### config.mk
export PLATFORM = sky130hd
export DESIGN_NAME = regfile_sweep_flat
export DESIGN_NICKNAME = d
export VERILOG_FILES = /design/src/rtl/regfile_sweep_if.sv /design/src/rtl/regfile_sweep.sv /design/src/flat_wrapper.sv
export SDC_FILE = /design/constraint.sdc
export NUM_CORES = 1
export LEC_CHECK = 0
export ABC_AREA = 1
export BUFFER_PORTS_ARGS = -buffer_cell sky130_fd_sc_hd__clkbuf_2
export CAP_MARGIN = 20
export CELL_PAD_IN_SITES_DETAIL_PLACEMENT = 2
export CELL_PAD_IN_SITES_GLOBAL_PLACEMENT = 2
export CORE_UTILIZATION = 35
export CTS_BUF_LIST = sky130_fd_sc_hd__clkbuf_8
export DETAILED_ROUTE_END_ITERATION = 7
export GPL_ROUTABILITY_DRIVEN = 1
export PLACE_DENSITY = 0.72
export SETUP_SLACK_MARGIN = 0.1
export SLEW_MARGIN = 10
export SYNTH_ARGS = -nofsm -noshare
export SYNTH_HDL_FRONTEND = slang
export SYNTH_SLANG_ARGS = --single-unit
### constraint.sdc
create_clock -name clk -period 3.44 [get_ports clk]
set_input_delay 0.516 -clock clk [delete_from_list [all_inputs] [get_ports clk]]
set_output_delay 0.516 -clock clk [all_outputs]
set_load 0.01 [all_outputs]
### src/rtl/regfile_sweep_if.sv
// Register-file port bundle: two read ports, one write port, debug tap and ready flag.
// The datapath side holds the master modport and the register file holds the slave modport.
interface regfile_sweep_if #(
  parameter int ADDRESS_WIDTH = 5,
  parameter int DATA_WIDTH    = 32
);
  logic [ADDRESS_WIDTH-1:0] ad1;
  logic [ADDRESS_WIDTH-1:0] ad2;
  logic [ADDRESS_WIDTH-1:0] ad3;
  logic                     we3;
  logic [DATA_WIDTH-1:0]    wd3;
  logic [DATA_WIDTH-1:0]    rd1;
  logic [DATA_WIDTH-1:0]    rd2;
  logic [DATA_WIDTH-1:0]    a0;
  logic                     ready;

  modport master (output ad1, ad2, ad3, we3, wd3, input rd1, rd2, a0, ready);
  modport slave  (input ad1, ad2, ad3, we3, wd3, output rd1, rd2, a0, ready);
endinterface

### src/rtl/regfile_sweep.sv
// Dual-read, single-write register file with optional zero register and write bypass.
// Reset starts a one-entry-per-cycle clear sweep; ready rises once every entry holds zero.
module regfile_sweep #(
  parameter int ADDRESS_WIDTH = 5,
  parameter int DATA_WIDTH    = 32,
  parameter int DEBUG_REG     = 10,
  parameter int ZERO_REG_EN   = 1,
  parameter int BYPASS_EN     = 1
) (
  input logic              clk,
  input logic              rst_n,
  regfile_sweep_if.slave   bus
);
  localparam int DEPTH = 2 ** ADDRESS_WIDTH;
  localparam logic [ADDRESS_WIDTH-1:0] LAST_ADDR = ADDRESS_WIDTH'(DEPTH - 1);
  localparam logic [ADDRESS_WIDTH-1:0] DBG_ADDR  = ADDRESS_WIDTH'(DEBUG_REG);
  localparam logic [0:0] CLEAR = 1'b0;
  localparam logic [0:0] IDLE  = 1'b1;

  logic [0:0]               state_q, state_d;
  logic [ADDRESS_WIDTH-1:0] cnt_q, cnt_d;
  logic                     ready_q, ready_d;
  logic [DATA_WIDTH-1:0]    mem_q [DEPTH];

  logic                     mem_we_s;
  logic [ADDRESS_WIDTH-1:0] mem_wa_s;
  logic [DATA_WIDTH-1:0]    mem_wd_s;
  logic [DATA_WIDTH-1:0]    rd1_s, rd2_s, a0_s;

  // Zero register outranks bypass; nothing is visible until the sweep completes.
  function automatic logic [DATA_WIDTH-1:0] read_sel(
    input logic [ADDRESS_WIDTH-1:0] addr,
    input logic [DATA_WIDTH-1:0]    stored,
    input logic                     in_idle,
    input logic                     we,
    input logic [ADDRESS_WIDTH-1:0] waddr,
    input logic [DATA_WIDTH-1:0]    wdata
  );
    logic [DATA_WIDTH-1:0] val;
    if (!in_idle) begin
      val = '0;
    end else if ((ZERO_REG_EN != 0) && (addr == '0)) begin
      val = '0;
    end else if ((BYPASS_EN != 0) && we && (waddr == addr)) begin
      val = wdata;
    end else begin
      val = stored;
    end
    return val;
  endfunction

  always_comb begin
    state_d  = state_q;
    cnt_d    = cnt_q;
    ready_d  = ready_q;
    mem_we_s = 1'b0;
    mem_wa_s = bus.ad3;
    mem_wd_s = bus.wd3;
    if (!rst_n) begin
      state_d = CLEAR;
      cnt_d   = '0;
      ready_d = 1'b0;
    end else begin
      case (state_q)
        CLEAR: begin
          mem_we_s = 1'b1;
          mem_wa_s = cnt_q;
          mem_wd_s = '0;
          cnt_d    = cnt_q + ADDRESS_WIDTH'(1);
          if (cnt_q == LAST_ADDR) begin
            state_d = IDLE;
            ready_d = 1'b1;
          end else begin
            state_d = CLEAR;
          end
        end
        IDLE: begin
          if (bus.we3 && !((ZERO_REG_EN != 0) && (bus.ad3 == '0))) begin
            mem_we_s = 1'b1;
          end else begin
            mem_we_s = 1'b0;
          end
        end
        default: begin
          state_d = CLEAR;
          cnt_d   = '0;
          ready_d = 1'b0;
        end
      endcase
    end
  end

  always_ff @(posedge clk) begin
    state_q <= state_d;
    cnt_q   <= cnt_d;
    ready_q <= ready_d;
  end

  // Storage has no reset of its own; the sweep is what clears it.
  always_ff @(posedge clk) begin
    if (mem_we_s) begin
      mem_q[mem_wa_s] <= mem_wd_s;
    end
  end

  always_comb begin
    rd1_s = read_sel(bus.ad1, mem_q[bus.ad1], state_q == IDLE, bus.we3, bus.ad3, bus.wd3);
    rd2_s = read_sel(bus.ad2, mem_q[bus.ad2], state_q == IDLE, bus.we3, bus.ad3, bus.wd3);
    if (state_q != IDLE) begin
      a0_s = '0;
    end else if ((ZERO_REG_EN != 0) && (DBG_ADDR == '0)) begin
      a0_s = '0;
    end else begin
      a0_s = mem_q[DBG_ADDR];
    end
  end

  assign bus.rd1   = rd1_s;
  assign bus.rd2   = rd2_s;
  assign bus.a0    = a0_s;
  assign bus.ready = ready_q;
endmodule

### src/flat_wrapper.sv
// flat-port wrapper written by rule: the top's interface ports become plain ports
module regfile_sweep_flat 
#(
  parameter int ADDRESS_WIDTH = 5,
  parameter int DATA_WIDTH    = 32,
  parameter int DEBUG_REG     = 10,
  parameter int ZERO_REG_EN   = 1,
  parameter int BYPASS_EN     = 1
)
  (clk, rst_n, bus_ad1, bus_ad2, bus_ad3, bus_we3, bus_wd3, bus_rd1, bus_rd2, bus_a0, bus_ready);
  regfile_sweep_if #(.ADDRESS_WIDTH(ADDRESS_WIDTH), .DATA_WIDTH(DATA_WIDTH)) bus_i ();
  input logic clk;
  input logic rst_n;
  input wire logic [$bits(bus_i.ad1)-1:0] bus_ad1;
  input wire logic [$bits(bus_i.ad2)-1:0] bus_ad2;
  input wire logic [$bits(bus_i.ad3)-1:0] bus_ad3;
  input wire logic [$bits(bus_i.we3)-1:0] bus_we3;
  input wire logic [$bits(bus_i.wd3)-1:0] bus_wd3;
  output wire logic [$bits(bus_i.rd1)-1:0] bus_rd1;
  output wire logic [$bits(bus_i.rd2)-1:0] bus_rd2;
  output wire logic [$bits(bus_i.a0)-1:0] bus_a0;
  output wire logic [$bits(bus_i.ready)-1:0] bus_ready;
  assign bus_i.ad1 = bus_ad1;
  assign bus_i.ad2 = bus_ad2;
  assign bus_i.ad3 = bus_ad3;
  assign bus_i.we3 = bus_we3;
  assign bus_i.wd3 = bus_wd3;
  assign bus_rd1 = bus_i.rd1;
  assign bus_rd2 = bus_i.rd2;
  assign bus_a0 = bus_i.a0;
  assign bus_ready = bus_i.ready;
  regfile_sweep #(.ADDRESS_WIDTH(ADDRESS_WIDTH), .DATA_WIDTH(DATA_WIDTH), .DEBUG_REG(DEBUG_REG), .ZERO_REG_EN(ZERO_REG_EN), .BYPASS_EN(BYPASS_EN)) u_core (.clk(clk), .rst_n(rst_n), .bus(bus_i));
endmodule
# ---- Word-level counts from Yosys, hierarchy flattened
# Memories as Yosys holds them, arrays and structs flattened.
# Cells that the tools add are included.
dict set report totals {
  n_memories 1
  wordCells 35
  in_bits 50
  ram_bits 1024
  output_inout_bits 97
  regBits 7
}
# name depth width rd rd_ports_with_merged_regs wr line_no
set memory_table {}
lappend memory_table {u_core.mem_q 32 32 3 0 1 regfile_sweep.sv:23} ;# logic [DATA_WIDTH-1:0] mem_q [DEPTH];
dict set report classes {
  bitwise_logic 1
  n_reduce_logical 8
  n_mux 18
  addsub 1
  n_eq_ne 3
}
# cell n
set ops {}
lappend ops {{$mux 32} 9}
lappend ops {{$logic_not 5->1} 3}
lappend ops {{$eq 5x5->1} 2}
lappend ops {{$mux 5} 2}
lappend ops {{$mux 1} 6}
lappend ops {{$add 5x1->5 const B} 1}
lappend ops {{$eq 5x5->1 const B} 1}
lappend ops {{$logic_and 1x1->1} 3}
lappend ops {{$pmux 1 s2} 1}
lappend ops {{$reduce_and 2->1} 1}
lappend ops {{$logic_not 1->1} 1}
lappend ops {{$not 1->1} 1}

# ---- Depth between registers and ports, before layout
# Gate-level depths: netlist of the first run.
dict set report logic_depth {
  word_depth 8
  depth_mapped 14
  ltp_nobuf 10
}

# ---- Least setup slack after synthesis of the first run
# No wires, ideal clock.
dict set report synth_timing {
  kind {input to register}
  startpoint {input port rst_n}
  endpoint {memory u_core.mem_q[0][0] (enable)}
  t_arrival_ps 2714
  stages 10
  slack_ps 305
  path_buffers 1
  required_time_ps 3019
  setup_time_ps 421
  cell_sequence {inv_2 nor2_4 inv_2 buf_4 nand2_1 o21ai_1 inv_1 nor2_1 nand2_1 nor2_1}
}
dict set report synth_via {
  elab_chain_cells 3
  word_cells_on_any_way 4
  cone_classes {mux (4)}
}
# element line_no
set synth_lines {}
lappend synth_lines {{from (decl)} flat_wrapper.sv:13} ;# input logic rst_n;
lappend synth_lines {{$mux 1} regfile_sweep.sv:59} ;# if (!rst_n) begin
lappend synth_lines {{$mux 1} regfile_sweep.sv:101} ;# if (mem_we_s) begin
lappend synth_lines {{$mux 1 (implied by the code)} regfile_sweep.sv:102} ;# mem_q[mem_wa_s] <= mem_wd_s;
lappend synth_lines {{to (decl)} regfile_sweep.sv:23}
# Parallel ways exist; a longest one is shown, timed or not.

# ---- Worst setup path in the final report of the first run
dict set report layout_timing {
  startpoint {register u_core.state_q}
  endpoint {output port bus_rd1[1]}
}
dict set report layout_via {
  elab_chain_cells 1
}
# element line_no
set layout_lines {}
lappend layout_lines {{from (decl)} regfile_sweep.sv:20} ;# logic [0:0] state_q, state_d;
lappend layout_lines {{from (signal assigned)} regfile_sweep.sv:94} ;# state_q <= state_d;
lappend layout_lines {{$mux 32} regfile_sweep.sv:40} ;# if (!in_idle) begin
lappend layout_lines {{to (decl)} flat_wrapper.sv:19} ;# output wire logic [$bits(bus_i.rd1)-1:0] bus_rd1;
# Every way passes these cells.

==> results.yml, run 1 <==
timing:
  hold_ws_ns: 0.181
  finalSetupViolCount: 0
  skew_ns: 0.0684
  layout_min_cycle_time_ns: 3.30
  layout_setup_ws_ns: 0.137
  max_freq_mhz: 303
  rsz0062_at_grt: "no"
  hold_viol: 0
  maxSlewViolCount: 0
  min_period_over_period_pct: 96.0
  slew_headroom_pct: 33.6
  worst_slew_pin_slew_ns: 0.997
drt:
  remaining_drc_errors: 0
  dr.pass1.iters: 5
  vias_per_cell: 5.53
  vias: 53900
  post_drt_wl_per_cell_um: 28.4
  drt_first_iter_violations: 4143
  wl_mm: 277
  ant_nets: 0
worst_setup_path:
  slowest_stage: "dfxtp_4"
  cpLargestDelayFamily: "flip-flops"
  cp-end-kind: "primary output"
  cp.arrival_ns: 2.79
  critical_path.cell_chain: "nand2_2 > inv_4 > o21ai_0 > a21oi_1 > clkbuf_2"
  cp_max_fo: 18
  cp_num_cells: 5
  r2r_cells: 9
  crit_type: "reg -> out"
  critPathRequiredTime_ns: 2.92
  crit_path_start_kind: "flip-flop"
  max_stage_delay_ns: 0.54
  critPathBufInv: 2
logic_synthesis:
  syn_inst: 7261
  syn_nets: 7313
  synth_warnings: 0
  ys_ff_latch: 1031
  ys_seq_area_share_pct: 53.9
  ys_types: 26
  avgSynthCellArea_um2: 7.89
  synthArstFlopShare_pct: 0
  yosys_most_used_dff: "edfxtp_1"
  synth_area_um2: 57300
  synth_edf_count: 1024
floorplan:
  start_util_pct: 35.2
  core_um2: 163000
  die_area_um2: 165000
  die_y_um: 407
  io_pins: 147
  die_w_um: 407
  rows: 148
finish:
  area_growth_pct: 15.0
  finalNonFillerCells: 9759
  final_common_cell: "nand2_1"
  final_cell_mix: "2756 x nand2_1, 1469 x nand3_1, 1157 x inv_1"
  finalNetCount: 7480
  design_area_um2: 65900
  drive_above_1_share_pct: 9.99
  post-route-util_pct: 40.5
global_routing:
  overflow: 0
  grt_max_degree: 104
  grt_use_total_pct: 33.4
  grt_antenna_before_repair: 6
  grt_pass1_wl_mm: 400
  grt_pass1_vias: 58400
clock_network:
  insertion_delay_ns: 0.99
  cts_max_level: 4
  clock-sinks: 1031
  tritoncts: "built"
  clockBufferDepth: 3
  clk_pin_slew_ns: 0.06
  cts_root_buf: "clkbuf_8"
  cts-buffers-inserted: 195
worst_hold_path:
  hp-class: "in -> reg"
  worstHoldPathCells: 4
pwr:
  p_per_area_nw_per_um2: 442
  ir_worst_vdd_uv: 357
  leakage_nw: 30.6
job:
  maxCapViolCount: 0
place:
  place_hpwl_mm: 171
  gp_congestion: 0.874
  postPlaceCellArea_um2: 62300
  pre_cts_ws_ns: -0.0125
  dpl.cell_count: 9400
  port_buffers: 146
status:
  outcome: "complete, no violations"
## metal layers
metal | vias to the layer above | track usage, % | wire [um]
met3 | 522 | 5.02 | 16400
met5 | - | 0 | 13
met2 | 1742 | 56.1 | 132000
met4 | 2 | 13.2 | 10900
li1 | 23600 | - | -
met1 | 28100 | 43.1 | 118000
## what timing repair did
item,in CTS,in global routing
hold buffers,1,0
setup buffers,3,2
endpoints found under the setup margin,46,4
pin swaps,0,0
resized for setup,22,3
endpoints found under the hold margin,7,0
gates cloned,0,0
## sequential cells by signal, summed over array words and instances (netlist names)
register	cells
u_core.bus.ready	1
u_core.cnt_q	5
u_core.mem_q	1024
u_core.state_q	1
## area by class of cell
cell class | instances | area, um^2
fillers | 18700 | 96700
flip-flops and latches | 1031 | 30900
repair buffers | 435 | 4350
multi-input cells | 4665 | 20300
clock inverters | 150 | 621
inverters | 1100 | 4180
well taps | 2175 | 2720
diodes | 3 | 7.51
clock buffers | 200 | 2750
## where the power goes
group          switching (mW)  total (mW)  internal [mW]
clock                    5.78        11.1           5.33
sequential             0.0498        14.0           14.0
combinational            2.93        3.97           1.03
## Yosys cell counts (13+ instances only)
cell         n  area (um^2)
a21oi_1     34          170
buf_6       17          191
nor2_1     207          777
buf_1       36          135
o211ai_1    72          541
nand2_1   2761        10400
buf_2      311         1560
nand3_1   1482         7420
edfxtp_1  1024        30700
inv_2       13         48.8
clkbuf_1    72          270
nor3_1      16         80.1
o21ai_0     72          360
inv_1     1087         4080
buf_4       29          218
## worst reg2reg max path, stage by stage, from the launching register on
cell     delay [ns]
dfxtp_4        0.54
nor2_4         0.07
inv_2          0.18
nand2_1        0.09
o21ai_1        0.16
inv_1          0.11
nor2_1         0.10
nand2_1        0.28
nor2_4         0.53
buf_12         0.31
## per-stage QoR
stage / setup TNS, ns / power [mW]
floorplan: 0 / 16.3
global placement: 0 / 18.1
CTS: 0 / 29.3
finish: 0 / 29.1
global route: 0 / 30.1
detailed placement: -0.0125 / 18.2
## kinds of logic after synthesis
kind of cell / share of synthesized area [%]
xor+xnor: 0.0306
buf+inv: 11.3
flops: 53.9
simple gates: 32.6
compound gates: 2.04
fa+ha+maj: 0.0437
## final timing paths
kind                                  startpoint              endpoint  slack, ns
worst min-delay path                 bus_wd3[22]   u_core.mem_q[4][22]       0.18
worst max register to register    u_core.state_q  u_core.mem_q[12][27]       0.70
worst min register to register  u_core.bus.ready      u_core.bus.ready       0.52
worst max-delay path              u_core.state_q            bus_rd1[1]       0.14
(Power assumes the default switching activity.)
==> run 2: changes to the inputs <==
- ABC_AREA: 1 -> default
- BUFFER_PORTS_ARGS: -buffer_cell sky130_fd_sc_hd__clkbuf_2 -> default
- DONT_BUFFER_PORTS: default -> 1
- PLACE_DENSITY: 0.72 -> 0.58
==> run 2 against run 1 <==
  * Cell count decreased by 47%
  * Die area decreased by 14%
  * Sequential share of layout area increased by 5.9 points
  * Via count decreased by 42%
  * Critical path depth increased by 1
  * Cell area decreased by 11%
==> results.yml, run 2 <==
floorplan:
  die_y_um: 378
  start_util_pct: 35.3
  core_um2: 140000
  die_w_um: 378
  rows: 137
  die_area_um2: 143000
  io_pins: 147
logic_synthesis:
  synth_area_leaders: "edfxtp_1 62%, mux4_2 15%, mux2i_1 8.9%, o21ai_0 1.4%, o221ai_1 1.2%"
  ys_seq_area_share_pct: 62.5
  yosysMostFrequentCell: "edfxtp_1"
  yosys_most_used_dff: "edfxtp_1"
  syn_nets: 2954
  ys_types: 46
  synth_area_um2: 49400
  avgSynthCellArea_um2: 17.0
  synth_warnings: 0
  yosys.area.top_type: "edfxtp_1"
  ys_ff_latch: 1031
  synth_edf_count: 1024
  yosys-top-cells-count: "1024 x edfxtp_1, 438 x mux2i_1, 320 x mux4_2"
  syn_inst: 2902
  yosysTopAreaCellShare_pct: 62.2
  synthArstFlopShare_pct: 0
timing:
  slew_headroom_pct: 24.3
  tns_ns: 0
  layout_min_cycle_time_ns: 3.41
  min_period_over_period_pct: 99.0
  skew_ns: 0.0577
  rsz0062_at_grt: "yes"
  finalSetupViolCount: 0
  maxSlewViolCount: 0
  max_freq_mhz: 294
  hold_ws_ns: 0.134
  worst_slew_pin_slew_ns: 1.14
  hold_viol: 0
finish:
  reg_top3: "u_core.mem_q: 1024 flops, u_core.cnt_q: 5 flops"
  largest_register: "u_core.mem_q"
  area_growth_pct: 18.3
  final_common_cell: "edfxtp_1"
  drive_above_1_share_pct: 32.2
  finalNetCount: 3194
  fillerInstances: 13200
  largest_register_ffs: 1024
  final_cell_mix: "1024 x edfxtp_1, 435 x mux2i_1, 320 x mux4_2"
drt:
  maxUsedRoutingLayer: "met5"
  remaining_drc_errors: 0
  wl_mm: 192
  vias_per_cell: 6.10
  ant_nets: 0
  wl_met2_mm: 92.4
  dr.pass1.iters: 6
  post_drt_wl_per_cell_um: 37.1
  vias: 31500
  route.met3.wl_mm: 12.0
  met1Wirelength_mm: 81.5
  drt_first_iter_violations: 3016
pwr:
  p_per_area_nw_per_um2: 458
  leakage_nw: 19.6
  power_frac_seq_pct: 52.3
  combPwrFrac_pct: 8.4
  p_total_mw: 26.8
  p_int_mw: 20.2
  netSwitchingFraction_pct: 24.8
  ir_worst_vdd_uv: 265
  clkPwrFrac_pct: 39.3
  power.switching_mw: 6.64
clock_network:
  insertion_delay_ns: 0.93
  clk_pin_slew_ns: 0.06
  cts_max_level: 4
  tritoncts: "built"
  clock-sinks: 1031
  clockBufferDepth: 3
  cts-buffers-inserted: 187
  cts_root_buf: "clkbuf_8"
worst_setup_path:
  critPathRequiredTime_ns: 2.92
  critPathBufInv: 2
  critical_path.cell_chain: "mux4_2 > nor2b_4 > o311ai_4 > buf_6 > a41oi_2 > buf_4"
  crit_path_start_kind: "flip-flop"
  crit_type: "reg -> out"
  max_stage_delay_ns: 0.52
  slowest_stage: "edfxtp_1"
  cp_max_fo: 3
  cp-end-kind: "primary output"
  cp.arrival_ns: 2.89
  cpLargestDelayFamily: "flip-flops"
global_routing:
  overflow: 0
  grt_max_degree: 355
  grt_antenna_before_repair: 13
  grt_use_total_pct: 26.6
  grt_pass1_wl_mm: 265
  grt_pass1_vias: 34000
place:
  port_buffers: 0
  gp_congestion: 0.826
  place_hpwl_mm: 108
worst_hold_path:
  hp-class: "in -> reg"
status:
  outcome: "complete, no violations"
job:
  maxCapViolCount: 0
[run 2: cells by family (layout without fill, tap and decap cells)]
logic type               count (synthesis)  count (layout)  synth area share (%)
adder cells (fa/ha/maj)                  2               2                0.0506
XOR/XNOR                                12              12                 0.213
multiplexers                           807             807                  24.6
AND/OR/NAND/NOR                        299             300                  3.13
other                                    0               4                     0
buffers and inverters                  244             622                  2.60
flip-flops                            1031            1031                  62.5
AO/OA/AOI/OAI                          507             507                  6.96
[run 2: layer usage]
layer  vias to the layer above  GRT usage [%]
li1                      12600              -
met1                     17400           36.4
met2                      1196           43.6
met3                       302           4.04
met4                         2           8.10
met5                         -              0
[run 2: repair_timing]
item	CTS	global route
gates resized for setup	172	77
gates cloned	0	2
hold buffers	1	0
pin swaps	42	25
setup endpoints to repair	59	58
hold endpoints to repair	7	0
buffers inserted	31	13
[run 2: worst reg2reg max path, stage by stage (launching register included)]
cell,delay (ns)
dfxtp_2,0.50
nand2b_2,0.29
mux2i_1,0.16
or3b_2,0.74
nor2_4,0.31
buf_4,0.32
[run 2: power by group through the flow]
stage	combinational (mW)	clock [mW]	sequential, mW
after detailed placement	2.00	0	14.3
after floorplan	1.50	0	14.2
after global routing	2.33	11.3	14.0
after global placement	1.95	0	14.2
final	2.25	10.5	14.0
after CTS	2.15	10.8	14.0
[run 2: through the flow]
stage | utilization [%] | instances | setup WS, ns | instance area [um^2]
after floorplan | - | 2902 | 0.109 | 49400
after global placement | 38.1 | 4782 | 0.241 | 53400
after detailed placement | 38.1 | 4782 | 0.237 | 53400
after CTS | 41.4 | 5142 | -0.0476 | 57900
after global routing | 41.8 | 5159 | -0.0502 | 58500
final | 41.8 | 5161 | 0.0333 | 58500
[run 2: layout make-up]
type / instances / area (um^2) / share of cell area [%]
clock buffers: 190 / 2620 / 4.47
well taps: 1876 / 2350 / 4.01
diodes: 4 / 10.0 / 0.0171
multi-input cells: 1628 / 18900 / 32.4
repair buffers: 294 / 3070 / 5.24
flip-flops and latches: 1031 / 30900 / 52.8
clock inverters: 138 / 624 / 1.07
[run 2: worst paths after layout]
kind | cells after the start | endpoint | slack (ns) | from
setup reg to reg | 5 | u_core.mem_q[15][31] | 0.76 | u_core.state_q
hold / removal | 1 | u_core.mem_q[3][30] | 0.13 | bus_wd3[30]
hold reg to reg | 1 | u_core.bus.ready | 0.56 | u_core.bus.ready
setup / recovery | 6 | bus_rd2[30] | 0.03 | u_core.mem_q[10][30]
